$ cat src/rtl/systolic_ctrl_pkg.sv
// Shared types and default geometry for the systolic-array controllers.
// Latency: n/a (types only). Backpressure: n/a.
// State encoding is fixed (IDLE=0 .. OUT=4) so later controllers can share it.
package systolic_ctrl_pkg;

    localparam int ARRAY_H_DEF = 8;
    localparam int ARRAY_W_DEF = 8;
    localparam int K_MAX_DEF   = 16;
    localparam int K_W_DEF     = 5;
    localparam int CNT_W_DEF   = 6;

    typedef enum logic [2:0] {
        ST_IDLE    = 3'd0,
        ST_LOAD    = 3'd1,
        ST_COMPUTE = 3'd2,
        ST_DRAIN   = 3'd3,
        ST_OUT     = 3'd4
    } ctrl_state_t;

    // A pass needs at least one activation row and must fit the buffer.
    function automatic logic cfg_k_ok(input int k, input int k_max);
        return (k >= 1) && (k <= k_max);
    endfunction

endpackage

$ cat src/rtl/ctrl_counter.sv
// Up-counter with synchronous clear (priority over enable) and terminal-count flag.
// Latency: count updates one cycle after en; tc is combinational on the count.
// Backpressure: none; the caller gates en.
module ctrl_counter #(
    parameter int W = 4
) (
    input  logic         clk,
    input  logic         rst,
    input  logic         clr,
    input  logic         en,
    input  logic [W-1:0] term,
    output logic [W-1:0] cnt,
    output logic         tc
);

    assign tc = (cnt == term);

    always_ff @(posedge clk) begin
        if (rst) begin
            cnt <= '0;
        end else if (clr) begin
            cnt <= '0;
        end else if (en) begin
            cnt <= cnt + W'(1);
        end
    end

endmodule

$ cat src/rtl/systolic_ctrl.sv
// Sequencer for one systolic-array pass: load K rows, skewed compute, drain, emit ARRAY_H rows.
// Latency: k load beats + (k+H-1) compute + (W+H-1) drain + H result beats; outputs registered.
// Backpressure: LOAD holds on in_valid low, OUT holds indefinitely on out_ready low.
module systolic_ctrl
    import systolic_ctrl_pkg::*;
#(
    parameter int ARRAY_H = ARRAY_H_DEF,
    parameter int ARRAY_W = ARRAY_W_DEF,
    parameter int K_MAX   = K_MAX_DEF,
    parameter int K_W     = K_W_DEF,
    parameter int CNT_W   = CNT_W_DEF
) (
    input  logic                       clk,
    input  logic                       rst,
    input  logic                       start,
    input  logic [K_W-1:0]             cfg_k,
    output logic                       busy,
    output logic                       done,
    output logic                       err,
    input  logic                       in_valid,
    output logic                       in_ready,
    output logic                       input_buffer_load_en,
    output logic [K_W-1:0]             load_addr,
    output logic                       input_buffer_out_en,
    output logic [CNT_W-1:0]           rd_addr,
    output logic                       acc_clear,
    output logic                       out_valid,
    input  logic                       out_ready,
    output logic [$clog2(ARRAY_H)-1:0] out_row_idx
);

    localparam int ROW_W = $clog2(ARRAY_H);
    localparam logic [CNT_W-1:0] DRAIN_TERM = CNT_W'(ARRAY_W + ARRAY_H - 2);
    localparam logic [ROW_W-1:0] ROW_TERM   = ROW_W'(ARRAY_H - 1);

    ctrl_state_t state, state_nxt;

    logic [K_W-1:0]   k_q;
    logic             start_ok;
    logic             out_acc;

    logic             load_clr, load_tc;
    logic [CNT_W-1:0] phase_cnt, phase_term;
    logic             phase_clr, phase_tc;
    logic             row_clr, row_tc;

    logic             busy_nxt, done_nxt, err_nxt, in_ready_nxt;
    logic             out_en_nxt, acc_clear_nxt, out_valid_nxt;
    logic [CNT_W-1:0] rd_addr_nxt;

    assign start_ok             = cfg_k_ok(int'(cfg_k), K_MAX);
    assign input_buffer_load_en = in_valid & in_ready;
    assign out_acc              = out_valid & out_ready;

    // Load counter doubles as the buffer write address; it returns to 0 once k rows are in.
    assign load_clr = (state != ST_LOAD) | (input_buffer_load_en & load_tc);

    ctrl_counter #(.W(K_W)) u_load_cnt (
        .clk  (clk),
        .rst  (rst),
        .clr  (load_clr),
        .en   (input_buffer_load_en),
        .term (k_q - K_W'(1)),
        .cnt  (load_addr),
        .tc   (load_tc)
    );

    // One counter times both COMPUTE (k+H-1 cycles) and DRAIN (W+H-1 cycles).
    assign phase_term = (state == ST_COMPUTE) ? (CNT_W'(k_q) + CNT_W'(ARRAY_H - 2)) : DRAIN_TERM;
    assign phase_clr  = ((state != ST_COMPUTE) && (state != ST_DRAIN)) | phase_tc;

    ctrl_counter #(.W(CNT_W)) u_phase_cnt (
        .clk  (clk),
        .rst  (rst),
        .clr  (phase_clr),
        .en   (1'b1),
        .term (phase_term),
        .cnt  (phase_cnt),
        .tc   (phase_tc)
    );

    assign row_clr = (state != ST_OUT) | (out_acc & row_tc);

    ctrl_counter #(.W(ROW_W)) u_row_cnt (
        .clk  (clk),
        .rst  (rst),
        .clr  (row_clr),
        .en   (out_acc),
        .term (ROW_TERM),
        .cnt  (out_row_idx),
        .tc   (row_tc)
    );

    always_comb begin
        state_nxt = state;
        case (state)
            ST_IDLE:    if (start && start_ok)                  state_nxt = ST_LOAD;
            ST_LOAD:    if (input_buffer_load_en && load_tc)    state_nxt = ST_COMPUTE;
            ST_COMPUTE: if (phase_tc)                           state_nxt = ST_DRAIN;
            ST_DRAIN:   if (phase_tc)                           state_nxt = ST_OUT;
            ST_OUT:     if (out_acc && row_tc)                  state_nxt = ST_IDLE;
            default:                                            state_nxt = ST_IDLE;
        endcase
    end

    // Output values for the next cycle, derived from the transition being taken.
    always_comb begin
        busy_nxt      = (state_nxt != ST_IDLE);
        in_ready_nxt  = (state_nxt == ST_LOAD);
        out_en_nxt    = (state_nxt == ST_COMPUTE);
        acc_clear_nxt = (state_nxt == ST_COMPUTE) && (state != ST_COMPUTE);
        out_valid_nxt = (state_nxt == ST_OUT);
        done_nxt      = (state == ST_OUT) && (state_nxt == ST_IDLE);
        err_nxt       = (state == ST_IDLE) && start && !start_ok;
        rd_addr_nxt   = '0;
        if ((state_nxt == ST_COMPUTE) && (state == ST_COMPUTE)) begin
            rd_addr_nxt = phase_cnt + CNT_W'(1);
        end
    end

    always_ff @(posedge clk) begin
        if (rst) begin
            state               <= ST_IDLE;
            k_q                 <= '0;
            busy                <= 1'b0;
            done                <= 1'b0;
            err                 <= 1'b0;
            in_ready            <= 1'b0;
            input_buffer_out_en <= 1'b0;
            rd_addr             <= '0;
            acc_clear           <= 1'b0;
            out_valid           <= 1'b0;
        end else begin
            state               <= state_nxt;
            if ((state == ST_IDLE) && start && start_ok) begin
                k_q <= cfg_k;
            end
            busy                <= busy_nxt;
            done                <= done_nxt;
            err                 <= err_nxt;
            in_ready            <= in_ready_nxt;
            input_buffer_out_en <= out_en_nxt;
            rd_addr             <= rd_addr_nxt;
            acc_clear           <= acc_clear_nxt;
            out_valid           <= out_valid_nxt;
        end
    end

endmodule

$ cat config.mk
export PLATFORM = sky130hd
export DESIGN_NAME = systolic_ctrl
export DESIGN_NICKNAME = d
export VERILOG_FILES = /design/src/rtl/systolic_ctrl_pkg.sv /design/src/rtl/ctrl_counter.sv /design/src/rtl/systolic_ctrl.sv
export SDC_FILE = /design/constraint.sdc
export NUM_CORES = 1
export LEC_CHECK = 0
export ABC_CLOCK_PERIOD_IN_PS = 3200
export CORE_ASPECT_RATIO = 0.8
export CORE_UTILIZATION = 55
export CTS_CLUSTER_DIAMETER = 60
export DETAILED_ROUTE_END_ITERATION = 16
export PLACE_DENSITY = 0.82
export SKIP_LAST_GASP = 1
export SYNTH_ARGS = -nofsm -noshare
export SYNTH_HDL_FRONTEND = slang
export SYNTH_SLANG_ARGS = --single-unit
export TNS_END_PERCENT = 30
$ cat constraint.sdc
create_clock -name clk -period 3.2 [get_ports clk]
set_input_delay 0.64 -clock clk [delete_from_list [all_inputs] [get_ports clk]]
set_output_delay 0.64 -clock clk [all_outputs]
set_load 0.01 [all_outputs]
==> results.ini, run 1 <==
[outcome]
status = finished, final reports clean

[timing]
hold_violations = 0
finalWorstSetupSlack_ns = 0.593
slew_violations = 0
rsz0062_at_grt = no
period_share_pct = 81.5
fmaxAchievable_mhz = 384
fin_setup_tns_ns = 0
slew_headroom_pct = 50.2
period_minus_slack_ns = 2.61
setup_viol = 0
worst_pin_slew_ns = 0.744
clock_skew_ns = 0.00343

[job]
maxCapViolCount = 0

[synth]
syn_area_per_cell_sq_um = 9.13
synth_compound_area_share_pct = 10.1
synth-seq-cells = 35
syn-num-nets = 204
synth_ff_type = dfxtp_1
synth.most_common_cell = dfxtp_1
synthTopCellsByArea = dfxtp_1 41%, nor2_1 7.0%, mux2i_1 5.9%
yosys-top-cells-count = 35 x dfxtp_1, 32 x nor2_1, 10 x mux2i_1, 10 x xnor2_1, 10 x xor2_1
yosys.area_share.simple_pct = 24.8
yosysTopAreaCellShare_pct = 41.0
async_flop_share_pct = 0
synthCells = 187
synth_edf_count = 0
synth-xor-area-share_pct = 10.3
muxShareOfSynthArea_pct = 5.86
synth_top_family_by_area = simple AND/OR/NAND/NOR gates
ys_types = 43
synth_warnings = 0
ys_seq_area_share_pct = 41.0
synthAdderAreaFrac_pct = 5.13
synth_top_area_cell = dfxtp_1
syn_area_sq_mm = 0.00171

[placed_design]
place_area_sq_mm = 0.00204
port_buffers = 31
place_congestion = 0.813
dp_slack_ns = 0.599
dp.cells = 249
hpwl_mm = 2.74

[global_routing]
grt_pass1_wl_mm = 6.35
met2_usage_pct = 40.2
grt_max_degree = 21
track_usage_pct = 25.6
gr-total-overflow = 0
grt_pass1_vias = 1350
grt_antenna_before_repair = 0
global_route.usage.met1_pct = 33.4
met3_usage_pct = 6.58
grt_busiest_layer = met2

[route]
dr.pass1.iters = 4
vias = 1472
ant_nets = 0
vias_per_cell = 5.77
wl_per_cell_microns = 15.0
wirelength_mm = 3.83
route.detailed.drc = 0
drtIter0Drc = 126

[layout]
synthToLayoutAreaGrowth_pct = 23.5
stdcell_count = 255
nets = 235
layout-drive-gt1-share_pct = 4.15
insertedDiodeCount = 0
fin_area_sq_mm = 0.00211

[pwr]
power.total_uw = 821
leakage_uw = 0.000806
ir_drop_uv = 360
power_density_mw_per_mm2 = 389

[setup_path]
endpoint_kind = primary output
startpoint_type = primary input
worstPathRequired_ns = 2.56
cp.arrival_ns = 1.97
max_stage_delay_ns = 0.60
cpMostUsedCell = clkdlybuf4s50_1
crit_chain = clkdlybuf4s50_1 > and2_1 > clkdlybuf4s50_1
critPathMaxFanout = 7
critPathLaunch = in_valid
r2r_start = k_q[2]
crit_type = in2out
crit_path_top_delay_cell = clkdlybuf4s50_1

[floorplanning]
rows = 17
io_pins = 32
start_util_pct = 59.9
core_area_sq_mm = 0.00285
die_y_microns = 51.8
die_area_sq_mm = 0.00333
fp.dieW_microns = 64.3

[clock_tree]
cts_made_buffers = 5
postCtsSetupRepairBufs = 0
cts_sinks = 35
postCtsResizedCells = 0
cts_max_path_buffers = 2
cts_tree = yes
clk_latency_ns = 0.28
cts_root_buffer = clkbuf_8
cts_htree_levels = 2
clkSlewWorstSetupHoldPaths_ns = 0.06
postCtsHoldBufs = 0

[worst_hold_path]
holdCritPathClass = reg2reg
hold_path_startpoint = out_valid

-- critical path: cells and delay by family --
family / cells / cell delay (ns)
AND/OR/NAND/NOR: 1 / 0.28
buffers and inverters: 2 / 1.05
-- metal layers --
metal | part of all wire, % | up-vias
li1 | - | 713
met1 | 44 | 686
met2 | 47 | 62
met3 | 7.6 | 11
met4 | 1.8 | 0
met5 | 0 | -
-- power by group --
part | total (uW) | switching (uW) | internal, uW
Clock | 283 | 138 | 145
Combinational | 83.0 | 41.5 | 41.5
Sequential | 455 | 11.2 | 443
-- path summary, 6_finish.rpt --
check | cells after the start | slack [ns] | end
worst max-delay path | 3 | 0.59 | input_buffer_load_en
worst min-delay path | 2 | 0.53 | done
worst max register to register | 8 | 0.71 | input_buffer_out_en
worst min register to register | 2 | 0.53 | done
-- through the flow --
step | util (%) | hold WS, ns
after global routing | 74.0 | 0.576
after CTS | 74.0 | 0.526
final | 74.0 | 0.528
after floorplan | - | 0.514
after global placement | 71.5 | 0.509
after detailed placement | 71.5 | 0.506
-- state kept, by name, summed over array words and instances, names as in the netlist --
signal               count
state                    3
out_valid                1
done                     1
acc_clear                1
input_buffer_out_en      1
busy                     1
rd_addr                  6
u_load_cnt.cnt           5
err                      1
u_row_cnt.cnt            3
u_phase_cnt.cnt          6
in_ready                 1
k_q                      5
-- logic make-up (layout without fill, tap and decap cells) --
| logic type | Yosys count | count (layout) |
|---|---|---|
| buffers and inverters | 12 | 42 |
| and+or+nand+nor | 81 | 81 |
| DFF | 35 | 35 |
| adders and majority gates | 7 | 7 |
| muxes | 10 | 10 |
| xor gates and xnor gates | 20 | 20 |
| AOI/OAI and AO/OA | 22 | 22 |
-- area by class of cell --
| class | instances | area, sq um |
|---|---|---|
| fill | 224 | 741 |
| tap | 38 | 47.5 |
| inverter | 5 | 18.8 |
| multi-input combinational | 140 | 960 |
| clock buffer | 6 | 72.6 |
| sequential | 35 | 701 |
| timing repair buffer | 31 | 310 |
-- layout by cell type (no fill, tap or decap), drive strengths merged, types with 3 or more instances in the layout --
cell and count:
and2 3, clkbuf 6, clkdlybuf4s50 31, dfxtp 35, ha 7, inv 5
mux2i 10, nand2 9, nand2b 3, nand3 7, nand3b 3, nand4 3
nor2 32, nor3 6, o21ai 4, xnor2 10, xor2 10
Note: power is estimated with default switching activity, not from simulation.
==> run 2, diff against run 1 <==
--- a/config.mk
+++ b/config.mk
@@ -5,12 +5,12 @@
 export SDC_FILE = /design/constraint.sdc
 export NUM_CORES = 1
 export LEC_CHECK = 0
-export ABC_CLOCK_PERIOD_IN_PS = 3200
+export ABC_CLOCK_PERIOD_IN_PS = 2380
 export CORE_ASPECT_RATIO = 0.8
-export CORE_UTILIZATION = 55
+export CORE_UTILIZATION = 46
 export CTS_CLUSTER_DIAMETER = 60
 export DETAILED_ROUTE_END_ITERATION = 16
-export PLACE_DENSITY = 0.82
+export PLACE_DENSITY = 0.73
 export SKIP_LAST_GASP = 1
 export SYNTH_ARGS = -nofsm -noshare
 export SYNTH_HDL_FRONTEND = slang
==> constraint.sdc (replaced) <==
create_clock -name clk -period 2.38 [get_ports clk]
set_input_delay 0.476 -clock clk [delete_from_list [all_inputs] [get_ports clk]]
set_output_delay 0.476 -clock clk [all_outputs]
set_load 0.01 [all_outputs]
==> run 2 against run 1 <==
  * Register-to-register slack got worse by 0.59 ns
  * Core utilization down 10 points
  * Final cell count is 4.7% higher
  * Critical path type is now reg2reg
==> results.ini, run 2 (synthesized netlist as in run 1, its figures left out) <==
[outcome]
status = finished, final reports clean

[setup_path]
r2r_slack_ns = 0.12
critPathLaunch = k_q[1]
startpoint_type = flop
crit_end = input_buffer_out_en
cp.arrival_ns = 2.44
worstPathRequired_ns = 2.56
critPathMaxFanout = 5
reg2reg_depth = 8
r2r_start = k_q[1]
crit_type = reg2reg
endpoint_kind = flop
reg2reg_to = input_buffer_out_en

[layout]
stdcell_count = 267
fill_cells = 289
layout-drive-gt1-share_pct = 10.7
final_common_cell = dfxtp_1
mostFrequentLayoutCells = 34 x dfxtp_1, 32 x nor2_1, 31 x clkdlybuf4s50_1
synthToLayoutAreaGrowth_pct = 30.5
reg_top3 = rd_addr: 6 flops, u_phase_cnt.cnt: 6 flops
nets = 242
insertedDiodeCount = 0

[pwr]
power_density_mw_per_mm2 = 556
power_frac_comb_pct = 10.0
pwr-share-seq_pct = 49.0
intPower_uw = 967
clkPwrFrac_pct = 41.0
switchingPower_uw = 271
leakage_uw = 0.000864
ir_drop_uv = 415
switching_share_pct = 21.9

[floorplanning]
io_pins = 32
die_y_microns = 56.5
rows = 19
core_area_sq_mm = 0.00349
start_util_pct = 48.9
die_area_sq_mm = 0.00396
fp.dieW_microns = 70.1

[clock_tree]
postCtsHoldBufs = 0
cts_htree_levels = 2
clkSlewWorstSetupHoldPaths_ns = 0.07
cts_tree = yes
clk_latency_ns = 0.29
cts_root_buffer = clkbuf_8
cts_made_buffers = 5
cts_sinks = 35
cts_max_path_buffers = 2

[timing]
slew_violations = 0
period_minus_slack_ns = 2.26
setup_viol = 0
hold_slack_ns = 0.526
hold_violations = 0
fin_setup_tns_ns = 0
worst_pin_slew_ns = 0.332
rsz0062_at_grt = no
fmaxAchievable_mhz = 443
clock_skew_ns = 0.00874
slew_headroom_pct = 77.5
period_share_pct = 94.9

[route]
wl_per_cell_microns = 13.7
route.detailed.drc = 0
wirelength_mm = 3.65
vias_per_cell = 5.37
vias = 1434
drtIter0Drc = 70
ant_nets = 0
dr.pass1.iters = 4

[placed_design]
hpwl_mm = 2.78
place_congestion = 0.853
dp.cells = 259
port_buffers = 31

[global_routing]
grt_pass1_wl_mm = 6.22
track_usage_pct = 20.2
grt_pass1_vias = 1396
grt_antenna_before_repair = 0
gr-total-overflow = 0
grt_max_degree = 18

[job]
maxCapViolCount = 0

[worst_hold_path]
hold-path-cell-count = 2
holdCritPathClass = reg2reg

-- run 2: worst max-delay path, stage by stage (launching register included) --
cell,delay (ns)
dfxtp_4,0.37
inv_2,0.07
ha_1,0.23
and3b_2,0.28
mux2i_2,0.23
a211oi_2,0.12
or4_4,0.51
o211a_2,0.17
and3_1,0.17
-- run 2: what timing repair did --
item,in CTS,in global routing
hold endpoints to repair,0,0
buffers inserted,0,1
resized for setup,0,9
setup endpoints to repair,0,12
-- run 2: routing by layer --
| metal | GRT usage [%] | vias up | share of wire, % |
|---|---|---|---|
| li1 | - | 730 | - |
| met1 | 24.6 | 668 | 46 |
| met3 | 5.21 | 8 | 4.3 |
| met2 | 33.1 | 28 | 48 |
| met4 | 9.71 | 0 | 2.0 |
| met5 | 0 | - | 0 |
-- run 2: power by group through the flow --
stage	logic [uW]	clock network [uW]	registers, uW
after floorplan	72.7	0	618
after global placement	115	0	620
after detailed placement	118	0	621
after CTS	120	515	607
after global routing	135	543	609
final	124	507	607
-- run 2: worst min path at each step --
stage,from,to
3_5_place_dp,out_valid,done
5_1_grt,out_valid,done
3_3_place_gp,u_phase_cnt.cnt[0],u_phase_cnt.cnt[0]
6_report,out_valid,done
2_1_floorplan,k_q[1],k_q[1]
4_1_cts,out_valid,done
-- run 2: layout make-up --
type / instances / area, sq um / share of cell area, %
Timing Repair Buffer: 38 / 363 / 16.3
Sequential cell: 35 / 704 / 31.6
Inverter: 5 / 18.8 / 0.842
Tap cell: 42 / 52.6 / 2.36
Clock inverter: 1 / 30.0 / 1.35
Multi-Input combinational cell: 140 / 987 / 44.3
Clock buffer: 6 / 72.6 / 3.26
-- run 2: through the flow --
stage | setup slack (ns) | utilization (%) | instance area [sq um] | total power [uW]
floorplan | 0.210 | - | 1710 | 691
global placement | 0.136 | 59.7 | 2090 | 735
detailed placement | 0.0250 | 59.7 | 2090 | 739
CTS | 0.00275 | 62.7 | 2190 | 1240
global route | 0.0227 | 63.8 | 2230 | 1290
finish | 0.121 | 63.8 | 2230 | 1240
==> run 3, diff against run 2 <==
--- a/config.mk
+++ b/config.mk
@@ -6,7 +6,6 @@
 export NUM_CORES = 1
 export LEC_CHECK = 0
 export ABC_CLOCK_PERIOD_IN_PS = 2380
-export CORE_ASPECT_RATIO = 0.8
 export CORE_UTILIZATION = 46
 export CTS_CLUSTER_DIAMETER = 60
 export DETAILED_ROUTE_END_ITERATION = 16
==> run 3 against run 2 <==
  * Register-to-register slack hardly changed
  * Clock-buffer cell count is 2 higher
  * Core utilization is 0.32 points higher
  * Sequential cell count stayed put
  * Global-route usage is 0.16 points lower
  * Final cell count is 1.5% higher
  * Power is 3.6% lower
  * First-iteration DRC count is 31% higher
  * Critical path depth stayed put
  * Clock power is 8.3% lower
==> results.ini, run 3 (synthesized netlist as in run 1, its figures left out) <==
[timing]
period_minus_slack_ns = 2.26
hold_violations = 0
setup_viol = 0
rsz0062_at_grt = no
worst_pin_slew_ns = 0.406
fin_setup_tns_ns = 0
slew_headroom_pct = 72.7
clock_skew_ns = 0.00640
period_share_pct = 95.0
slew_violations = 0
fmaxAchievable_mhz = 442

[placed_design]
place_congestion = 0.829
dp.cells = 263
port_buffers = 31
hpwl_mm = 2.82

[setup_path]
reg2reg_to = input_buffer_out_en
crit_path_top_delay_cell = or4_4
max_stage_delay_ns = 0.57
critPathMaxFanout = 5
crit_type = reg2reg
crit_chain = inv_2 > ha_2 > and3b_2 > mux2i_2 > a211oi_2 > or4_4 > o211a_2 > and3_1
r2r_start = k_q[1]
path_buf_inv = 1
path_delay_family = simple AND/OR/NAND/NOR gates
crit_end = input_buffer_out_en
cp.arrival_ns = 2.43
startpoint_type = flop
endpoint_kind = flop
reg2reg_depth = 8
worstPathRequired_ns = 2.55
critPathLaunch = k_q[1]
path_depth = 8
r2r_slack_ns = 0.12

[clock_tree]
cts_tree = yes
clk_latency_ns = 0.28
clkSlewWorstSetupHoldPaths_ns = 0.07
cts_sinks = 35
cts_max_path_buffers = 2
cts_made_buffers = 5
cts_root_buffer = clkbuf_8
postCtsSetupRepairBufs = 0
postCtsHoldBufs = 0
postCtsResizedCells = 0
cts_htree_levels = 2

[pwr]
power_density_mw_per_mm2 = 541
leakage_uw = 0.000855
ir_drop_uv = 363

[worst_hold_path]
holdCritPathClass = reg2reg

[floorplanning]
io_pins = 32
start_util_pct = 49.6
core_area_sq_mm = 0.00344
fp.dieW_microns = 62.9
rows = 21
die_area_sq_mm = 0.00396
die_y_microns = 62.9

[route]
dr.pass1.iters = 4
wl_per_cell_microns = 13.7
wirelength_mm = 3.71
vias_per_cell = 5.40
route.detailed.drc = 0
vias = 1463
drtIter0Drc = 92
ant_nets = 0

[global_routing]
grt_pass1_vias = 1488
track_usage_pct = 20.0
grt_antenna_before_repair = 0
grt_pass1_wl_mm = 6.31
gr-total-overflow = 0
grt_max_degree = 13

[layout]
final_common_cell = dfxtp_1
multi_input_area_sq_um = 972
ff_latch_area_sq_um = 702
nets = 241
mostFrequentLayoutCells = 34 x dfxtp_1, 32 x nor2_1, 31 x clkdlybuf4s50_1
fill_cells = 303
layout-drive-gt1-share_pct = 10.2
insertedDiodeCount = 0
synthToLayoutAreaGrowth_pct = 29.2
reg_top3 = rd_addr: 6 flops, u_phase_cnt.cnt: 6 flops
stdcell_count = 271

[job]
maxCapViolCount = 0

[outcome]
status = finished, final reports clean

-- run 3: cell type report --
class | count | share of cell area (%)
Clock buffer | 8 | 4.54
Inverter | 5 | 0.851
Multi-Input combinational cell | 140 | 44.1
Sequential cell | 35 | 31.8
Tap cell | 46 | 2.61
Timing Repair Buffer | 37 | 16.1
-- run 3: metal layers --
metal / GRT usage, % / share of wire, % / vias up / wire length [microns]
met5: 0 / 0 / - / 0
met3: 4.01 / 4.0 / 9 / 147
met2: 34.4 / 48 / 32 / 1790
met1: 24.0 / 46 / 697 / 1710
li1: - / - / 725 / -
met4: 8.14 / 1.6 / 0 / 59
-- run 3: power by group --
| part | switching, uW | total, uW | leakage, uW | internal (uW) |
|---|---|---|---|---|
| clock network | 201 | 465 | 0.0000515 | 264 |
| registers | 12.0 | 608 | 0.000284 | 596 |
| logic | 58.4 | 121 | 0.000520 | 62.2 |
| total | 271 | 1190 | 0.000855 | 922 |
-- run 3: worst reg2reg max path: cells and delay by family, from the launching register on --
kind            cells  cell delay (ns)
simple gates        3             1.02
flops               1             0.36
compound gates      2             0.29
fa+ha+maj           1             0.20
buf+inv             1             0.07
mux                 1             0.23
-- run 3: how the worst min path moves through the flow --
| stage | start | endpoint | slack, ns | depth (start not counted) |
|---|---|---|---|---|
| 3_3_place_gp | out_valid | done | 0.51 | 2 |
| 3_5_place_dp | u_phase_cnt.cnt[0] | rd_addr[0] | 0.52 | 1 |
| 6_report | out_valid | done | 0.53 | 2 |
| 2_1_floorplan | k_q[1] | k_q[1] | 0.51 | 2 |
| 5_1_grt | out_valid | done | 0.56 | 2 |
| 4_1_cts | out_valid | done | 0.53 | 2 |
-- run 3: stage by stage --
stage	utilization [%]	area (sq um)	total power, uW	worst slack (ns)	hold slack [ns]
floorplan	-	1710	691	0.210	0.514
global placement	60.8	2090	736	0.142	0.513
detailed placement	60.8	2090	740	0.0508	0.522
CTS	63.7	2190	1200	0.0198	0.534
global route	64.1	2210	1230	0.0420	0.556
finish	64.1	2210	1190	0.118	0.526
